[config.mk]
export PLATFORM = sky130hd
export DESIGN_NAME = sample_serializer
export DESIGN_NICKNAME = d
export VERILOG_FILES = /design/src/rtl/sample_serializer.sv
export SDC_FILE = /design/constraint.sdc
export NUM_CORES = 1
export LEC_CHECK = 0
export ABC_CLOCK_PERIOD_IN_PS = 2450
export CAP_MARGIN = 0
export CORE_MARGIN = 2
export CORE_UTILIZATION = 30
export CTS_BUF_LIST = sky130_fd_sc_hd__clkbuf_4
export CTS_CLUSTER_DIAMETER = 150
export CTS_CLUSTER_SIZE = 24
export DETAILED_ROUTE_END_ITERATION = 7
export PLACE_DENSITY_LB_ADDON = 0.08
export SYNTH_ARGS = -nofsm -noshare
export SYNTH_HDL_FRONTEND = slang
export SYNTH_SLANG_ARGS = --single-unit
[constraint.sdc]
create_clock -name clk -period 2.45 [get_ports clk]
set_clock_uncertainty 0.1 [all_clocks]
set_input_delay 0.3675 -clock clk [delete_from_list [all_inputs] [get_ports clk]]
set_output_delay 0.3675 -clock clk [all_outputs]
set_load 0.03 [all_outputs]
[src/rtl/sample_serializer.sv]
// sample_serializer: requests a sample from a source on each frame strobe,
// captures it (or falls back to the previous sample on timeout) and shifts
// it MSB-first over a two-wire sclk/sdata link to the audio DAC.
//
// Ports:
//   clk           in   system clock, rising edge
//   reset         in   asynchronous active-high reset
//   frame_start   in   one-cycle strobe requesting a new frame
//   clear_flags   in   synchronous clear of the sticky flags
//   generate_next out  one-cycle request pulse to the sample source
//   sample_ready  in   source strobe, sample valid in the same cycle
//   sample        in   16-bit two's-complement sample
//   sclk          out  serial bit clock (DAC samples on rising edge)
//   sdata         out  serial data, MSB first
//   frame_busy    out  high while a frame is in progress
//   timeout_err   out  sticky: source did not respond within TIMEOUT
//   overrun       out  sticky: frame_start seen while busy
module sample_serializer #(
  parameter int unsigned CLK_DIV = 4,
  parameter int unsigned TIMEOUT = 7
) (
  input  logic        clk,
  input  logic        reset,
  input  logic        frame_start,
  input  logic        clear_flags,
  output logic        generate_next,
  input  logic        sample_ready,
  input  logic [15:0] sample,
  output logic        sclk,
  output logic        sdata,
  output logic        frame_busy,
  output logic        timeout_err,
  output logic        overrun
);

  localparam int unsigned SW     = 16;
  localparam int unsigned DIV_W  = $clog2(2 * CLK_DIV);
  localparam int unsigned BIT_W  = 4;
  localparam int unsigned WAIT_W = 8;

  typedef enum logic [1:0] {
    S_IDLE,
    S_REQ,
    S_WAIT,
    S_SHIFT
  } state_e;

  state_e            state_q, state_d;
  logic [SW-1:0]     shreg_q, shreg_d;
  logic [SW-1:0]     last_q, last_d;
  logic [WAIT_W-1:0] wait_q, wait_d;
  logic [BIT_W-1:0]  bit_q, bit_d;
  logic [DIV_W-1:0]  div_q, div_d;
  logic              gen_q, gen_d;
  logic              busy_q, busy_d;
  logic              sclk_q, sclk_d;
  logic              sdata_q, sdata_d;
  logic              to_q, to_d;
  logic              ov_q, ov_d;
  logic              to_set, ov_set;

  // State and registered outputs
  always_ff @(posedge clk or posedge reset) begin
    if (reset) begin
      state_q <= S_IDLE;
      shreg_q <= '0;
      last_q  <= '0;
      wait_q  <= '0;
      bit_q   <= '0;
      div_q   <= '0;
      gen_q   <= 1'b0;
      busy_q  <= 1'b0;
      sclk_q  <= 1'b0;
      sdata_q <= 1'b0;
      to_q    <= 1'b0;
      ov_q    <= 1'b0;
    end else begin
      state_q <= state_d;
      shreg_q <= shreg_d;
      last_q  <= last_d;
      wait_q  <= wait_d;
      bit_q   <= bit_d;
      div_q   <= div_d;
      gen_q   <= gen_d;
      busy_q  <= busy_d;
      sclk_q  <= sclk_d;
      sdata_q <= sdata_d;
      to_q    <= to_d;
      ov_q    <= ov_d;
    end
  end

  // Next-state, datapath and next-output logic
  always_comb begin
    state_d = state_q;
    shreg_d = shreg_q;
    last_d  = last_q;
    wait_d  = wait_q;
    bit_d   = bit_q;
    div_d   = div_q;
    to_set  = 1'b0;
    ov_set  = 1'b0;

    case (state_q)
      S_IDLE: begin
        if (frame_start) state_d = S_REQ;
      end
      S_REQ: begin
        wait_d  = '0;
        state_d = S_WAIT;
      end
      S_WAIT: begin
        // Ready has priority over a coincident timeout
        if (sample_ready) begin
          shreg_d = sample;
          last_d  = sample;
          bit_d   = BIT_W'(SW - 1);
          div_d   = '0;
          state_d = S_SHIFT;
        end else if (wait_q == WAIT_W'(TIMEOUT - 1)) begin
          shreg_d = last_q;
          to_set  = 1'b1;
          bit_d   = BIT_W'(SW - 1);
          div_d   = '0;
          state_d = S_SHIFT;
        end else begin
          wait_d = wait_q + WAIT_W'(1);
        end
      end
      S_SHIFT: begin
        if (div_q == DIV_W'(2 * CLK_DIV - 1)) begin
          div_d = '0;
          if (bit_q == '0) begin
            state_d = S_IDLE;
          end else begin
            bit_d   = bit_q - BIT_W'(1);
            shreg_d = {shreg_q[SW-2:0], 1'b0};
          end
        end else begin
          div_d = div_q + DIV_W'(1);
        end
      end
      default: state_d = S_IDLE;
    endcase

    // A strobe is only accepted when the registered state is IDLE
    ov_set = frame_start && (state_q != S_IDLE);

    // Set events win over a coincident clear
    to_d = to_set | (to_q & ~clear_flags);
    ov_d = ov_set | (ov_q & ~clear_flags);

    // Outputs follow the next state so they line up with it cycle-for-cycle
    gen_d   = (state_d == S_REQ);
    busy_d  = (state_d != S_IDLE);
    sclk_d  = (state_d == S_SHIFT) && (div_d >= DIV_W'(CLK_DIV));
    sdata_d = (state_d == S_SHIFT) && shreg_d[SW-1];
  end

  assign generate_next = gen_q;
  assign frame_busy    = busy_q;
  assign sclk          = sclk_q;
  assign sdata         = sdata_q;
  assign timeout_err   = to_q;
  assign overrun       = ov_q;

endmodule
==> After elaboration in Yosys (flattened, before gate mapping) <==
Cells that the tools add are included.
{ "classes": {"n_eq_ne": 12, "mux": 26, "order_cmp": 1, "n_reduce_logical": 12, "n_addsub": 3, "n_bitwise": 5} }
{ "ops": {"columns": ["op", "count"], "rows": [
  ["16-bit 2-to-1 mux", 4],
  ["16-bit case mux with 2 select lines", 1],
  ["4-bit 2-to-1 mux", 4],
  ["8-bit 2-to-1 mux", 2],
  ["8-bit case mux with 2 select lines", 1],
  ["2-bit 2-to-1 mux", 5],
  ["3-bit 2-to-1 mux", 3],
  ["8-bit by 1-bit adder with 8-bit output (second input constant)", 1],
  ["8-bit by 3-bit == test with 1-bit output (second input constant)", 1],
  ["2-bit != test (second input constant)", 4],
  ["2-bit case mux with 4 select lines", 1],
  ["4-bit case mux with 2 select lines", 1],
  ["2-bit nonzero test", 4],
  ["2-bit == test (second input constant)", 3],
  ["3-bit case mux with 2 select lines", 1],
  ["2-bit by 1-bit == test with 1-bit output (second input constant)", 2],
  ["4-bit zero test", 1],
  ["4-bit AND reduction", 1],
  ["4-bit by 1-bit subtractor with 4-bit output (second input constant)", 1],
  ["3-bit by 1-bit adder with 3-bit output (second input constant)", 1],
  ["3-bit == test (second input constant)", 1],
  ["3-bit greater-or-equal comparator (second input constant)", 1],
  ["1-bit logical AND", 3],
  ["1-bit 2-to-1 mux", 3],
  ["7 further kinds", 9]
]} }
{ "totals": {"output_inout_bits": 6, "in_bits": 21, "word_cells": 72, "regBits": 55} }

==> Longest topological paths before layout <==
{ "logic_depth": {"depth_word": 6, "ltp_mapped": 8, "depth_no_buf": 6} }

==> Worst setup path after synthesis <==
Ideal clock, no wire load.
{ "synth_timing": {"kind": "flip-flop to flip-flop", "from": "register bit_q[0]", "to": "register shreg_q[15]", "n_path_buf": 1, "slack_ns": 0.333, "t_arrival_ns": 1.893, "period_less_slack_ns": 2.117, "setup_ns": 0.124, "stages_incl_launch_ff": 8, "path_cell_list": "dfrtp_1 > inv_1 > ha_1 > or3b_1 > and3_1 > buf_2 > a221o_2 > or2_1"} }
{ "synth_via": {"elab_chain_len": 4} }
{ "synth_lines": {"columns": ["item", "line_no", "rtl"], "rows": [
  ["from (decl)", "52", "logic [BIT_W-1:0] bit_q, bit_d;"],
  ["from (signal assigned)", "82", "bit_q <= bit_d;"],
  ["4-bit zero test", "133", "if (bit_q == '0) begin"],
  ["16-bit 2-to-1 mux", "133", null],
  ["16-bit 2-to-1 mux", "131", "if (div_q == DIV_W'(2 * CLK_DIV - 1)) begin"],
  ["16-bit case mux with 2 select lines", "104", "case (state_q)"],
  ["named net shreg_d[15]", "49", "logic [SW-1:0] shreg_q, shreg_d;"],
  ["to (signal assigned)", "79", "shreg_q <= shreg_d;"],
  ["to (decl)", "49", null]
]} }
The timed path passes the listed nets, and every way through them passes these cells. The select of a mux whose other input is x is not followed.
A chain may end at the register's enable or synchronous reset.

==> Worst setup path in the final report <==
{ "layout_timing": {"from": "register bit_q[0]", "to": "register shreg_q[9]"} }
{ "layout_via": {"elab_chain_len": 3} }
{ "layout_lines": {"columns": ["item", "line_no"], "rows": [
  ["4-bit zero test", "133"],
  ["2-bit != test (no source line)", null],
  ["4-bit AND reduction (no source line)", null]
]} }
No other way between the ends.

==> results.sh <==
export IMPL_status="completed"
export IMPL_start_util_pct=30.67
export IMPL_first_iter_violations=94
export IMPL_p_per_area_nw_per_um2=844.3
export IMPL_r2r_setup_slack_ns=0.25
export IMPL_clock_path_buffers=2
export IMPL_critPathSlowestCell="dfrtp_1"
export IMPL_antenna_found_initial=0
export IMPL_placed_cells=368
export IMPL_synth_top_area_share_pct=51.72
export IMPL_yosys_area_top_type="dfrtp_1"
export IMPL_post_cts_buffers=0
export IMPL_fin_util_pct=36.53
export IMPL_gr_usage_all_layers_pct=13.51
export IMPL_setup_violations=0
export IMPL_tightest_slew_ns=0.5415
export IMPL_met2_length_um=2946
export IMPL_r2r_start="bit_q[0]$_DFFE_PP0P_"
export IMPL_required_ns=2.66
export IMPL_postRouteAntennaNets=0
export IMPL_start_kind="flop"
export IMPL_synth_fp_nets=258
export IMPL_die_y_um=98.19
export IMPL_synthArstFlopShare_pct=100.0
export IMPL_post_route_period_util_pct=89.70
export IMPL_root_buffer="clkbuf_4"
export IMPL_placement_io_buffers=26
export IMPL_reg2reg_to="shreg_q[9]$_DFFE_PP0P_"
export IMPL_drv_slew=0
export IMPL_ys_types=53
export IMPL_synth_area_um2=2661
export IMPL_cts_buffers=5
export IMPL_tritoncts="done"
export IMPL_synthFlopType="dfrtp_1"
export IMPL_fillers=894
export IMPL_yosys_warnings=0
export IMPL_synth_top_cells_by_area="dfrtp_1, mux2_2, a222oi_1"
export IMPL_instances_no_fill=376
export IMPL_fin_nets=293
export IMPL_leakagePower_nw=1.332
export IMPL_dp_hpwl_um=4247
export IMPL_finalCriticalPeriod_ns=2.198
export IMPL_syn_avg_cell_area_um2=11.47
export IMPL_htree_levels=2
export IMPL_gr_total_overflow=0
export IMPL_vias=1969
export IMPL_cp_cell_sequence="inv_1 -> ha_1 -> or3b_1 -> and3_1 -> buf_4 -> a222oi_1 -> a21oi_1"
export IMPL_drt_vias_per_instance=5.237
export IMPL_wl_met3_um=155
export IMPL_fmax_mhz=455.0
export IMPL_layout_commonest_cell="dfrtp_1"
export IMPL_rsz0062_at_grt="false"
export IMPL_max_stage_delay_ns=0.45
export IMPL_irDropWorstVdd_mv=0.3834
export IMPL_top_layer="met4"
export IMPL_grt_pass1_wl_um=10410
export IMPL_drcViolationCount=0
export IMPL_synth_edf_count=0
export IMPL_synth_cells=232
export IMPL_cts_resized=0
export IMPL_antenna_cells=0
export IMPL_clkTransAtPathRegs_ns=0.19
export IMPL_maxSlewHeadroom_pct=63.82
export IMPL_dr_pass1_iters=4
export IMPL_coreArea_um2=8678
export IMPL_drive_above_1_share_pct=20.52
export IMPL_die_width_um=98.19
export IMPL_grt_max_degree=41
export IMPL_die_area_um2=9640
export IMPL_tns_ns=0
export IMPL_syn2layout_area_growth_pct=19.13
export IMPL_worstPathArrival_ns=2.40
export IMPL_layout_cells_most_common_list="dfrtp_1, clkdlybuf4s50_1, nor3_1"
export IMPL_crit_type="flop to flop"
export IMPL_totalWireLength_um=6038
export IMPL_synth_seq_cells=55
export IMPL_grt_pass1_vias=2061
export IMPL_gp_congestion=0.7703
export IMPL_rows=34
export IMPL_finalPower_w=0.002677
export IMPL_wire_per_inst_um=16.06
export IMPL_ys_seq_area_share_pct=51.72
export IMPL_reg2reg_depth=7
export IMPL_min_path_type="input port to async pin"
export IMPL_ioPinCount=27
export IMPL_maxCapViolations=0
export IMPL_hold_viol=0
export IMPL_insertion_delay_ns=0.40
export IMPL_cts_sinks=55
export IMPL_end_kind="flop"
export IMPL_worst_path_max_fanout=13
export IMPL_hold_buffers=0
export IMPL_met1_length_um=2872
metal layers:
metal	up-vias	global-route usage (%)
met5	-	0
met4	0	4.110
met3	5	2.291
met2	26	22.23
met1	994	18.35
li1	944	-
per-stage QoR:
| step | area (um2) | setup slack, ns | hold slack (ns) |
|---|---|---|---|
| final | 3171 | 0.2523 | 0.1316 |
| after global routing | 3171 | 0.06922 | 0.1511 |
| after CTS | 3171 | 0.2002 | 0.1326 |
| after detailed placement | 3099 | 0.2078 | 0.3751 |
| after global placement | 3099 | 0.1955 | 0.3698 |
| after floorplan | 2661 | 0.3330 | 0.3652 |
registers in the layout, indices dropped and copies added (netlist names), named ones only:
register and flops:
sdata 1, wait_q 8, state_q 2, last_q 16, timeout_err 1, sclk 1, div_q 1, shreg_q 16
generate_next 1, bit_q 4, overrun 1, frame_busy 1
critical path: cells and delay by family, from the launching register on:
kind                     cells  cell delay, ns
adder cells (fa/ha/maj)      1            0.18
flip-flops                   1            0.45
AO/OA/AOI/OAI                2            0.47
AND/OR/NAND/NOR              2            0.64
buffers and inverters        2            0.27
final cells by class:
class                           count  area [um2]  share of cell area [%]
Clock buffer                        5       37.54                   1.184
Clock inverter                      3       33.78                   1.066
Inverter                           10       37.54                   1.184
Multi-Input combinational cell    152        1137                   35.87
Sequential cell                    55        1376                   43.41
Tap cell                          108       135.1                   4.262
Timing Repair Buffer               43       412.9                   13.02
synthesized netlist by cell type, types with 3 or more instances:
master	n
dfrtp_1	55
nor3_1	18
mux2_2	16
inv_1	10
nor2_1	10
a21oi_1	9
a222oi_1	9
nand2_1	8
a22oi_1	7
a31oi_1	6
clkbuf_1	6
ha_1	5
o21ai_0	5
buf_6	4
xor2_1	4
a21oi_2	3
and3_1	3
buf_2	3
nand2b_1	3
nand3_1	3
nor3b_1	3
o22ai_1	3
power by group:
group	total (W)	switching, W	internal, W
sequential	0.00135	0.000169	0.00118
clock	0.000463	0.000336	0.000127
combinational	0.000862	0.000433	0.000428
logic make-up (layout without fill, tap and decap cells):
group                      after synthesis  after routing  share of synthesized area (%)
adders and majority gates                5              5                          2.351
AOI/OAI and AO/OA                       61             61                          17.30
buffers and inverters                   25             61                          5.548
muxes                                   17             17                          7.146
xor gates and xnor gates                 4              4                          1.316
and+or+nand+nor                         65             65                          14.62
DFF                                     55             55                          51.72
worst max-delay path by stage:
stage                                    start  cells after the start  slack (ns)                endpoint
after floorplan           bit_q[0]$_DFFE_PP0P_                      7        0.33   shreg_q[15]$_DFF_PP0_
after global routing      bit_q[0]$_DFFE_PP0P_                      7        0.07  shreg_q[9]$_DFFE_PP0P_
final                     bit_q[0]$_DFFE_PP0P_                      7        0.25  shreg_q[9]$_DFFE_PP0P_
after CTS                 bit_q[0]$_DFFE_PP0P_                      7        0.20  shreg_q[9]$_DFFE_PP0P_
after detailed placement          sample_ready                      6        0.21   shreg_q[15]$_DFF_PP0_
after global placement            sample_ready                      6        0.20   shreg_q[15]$_DFF_PP0_
Power figures use the tool's default switching activity.
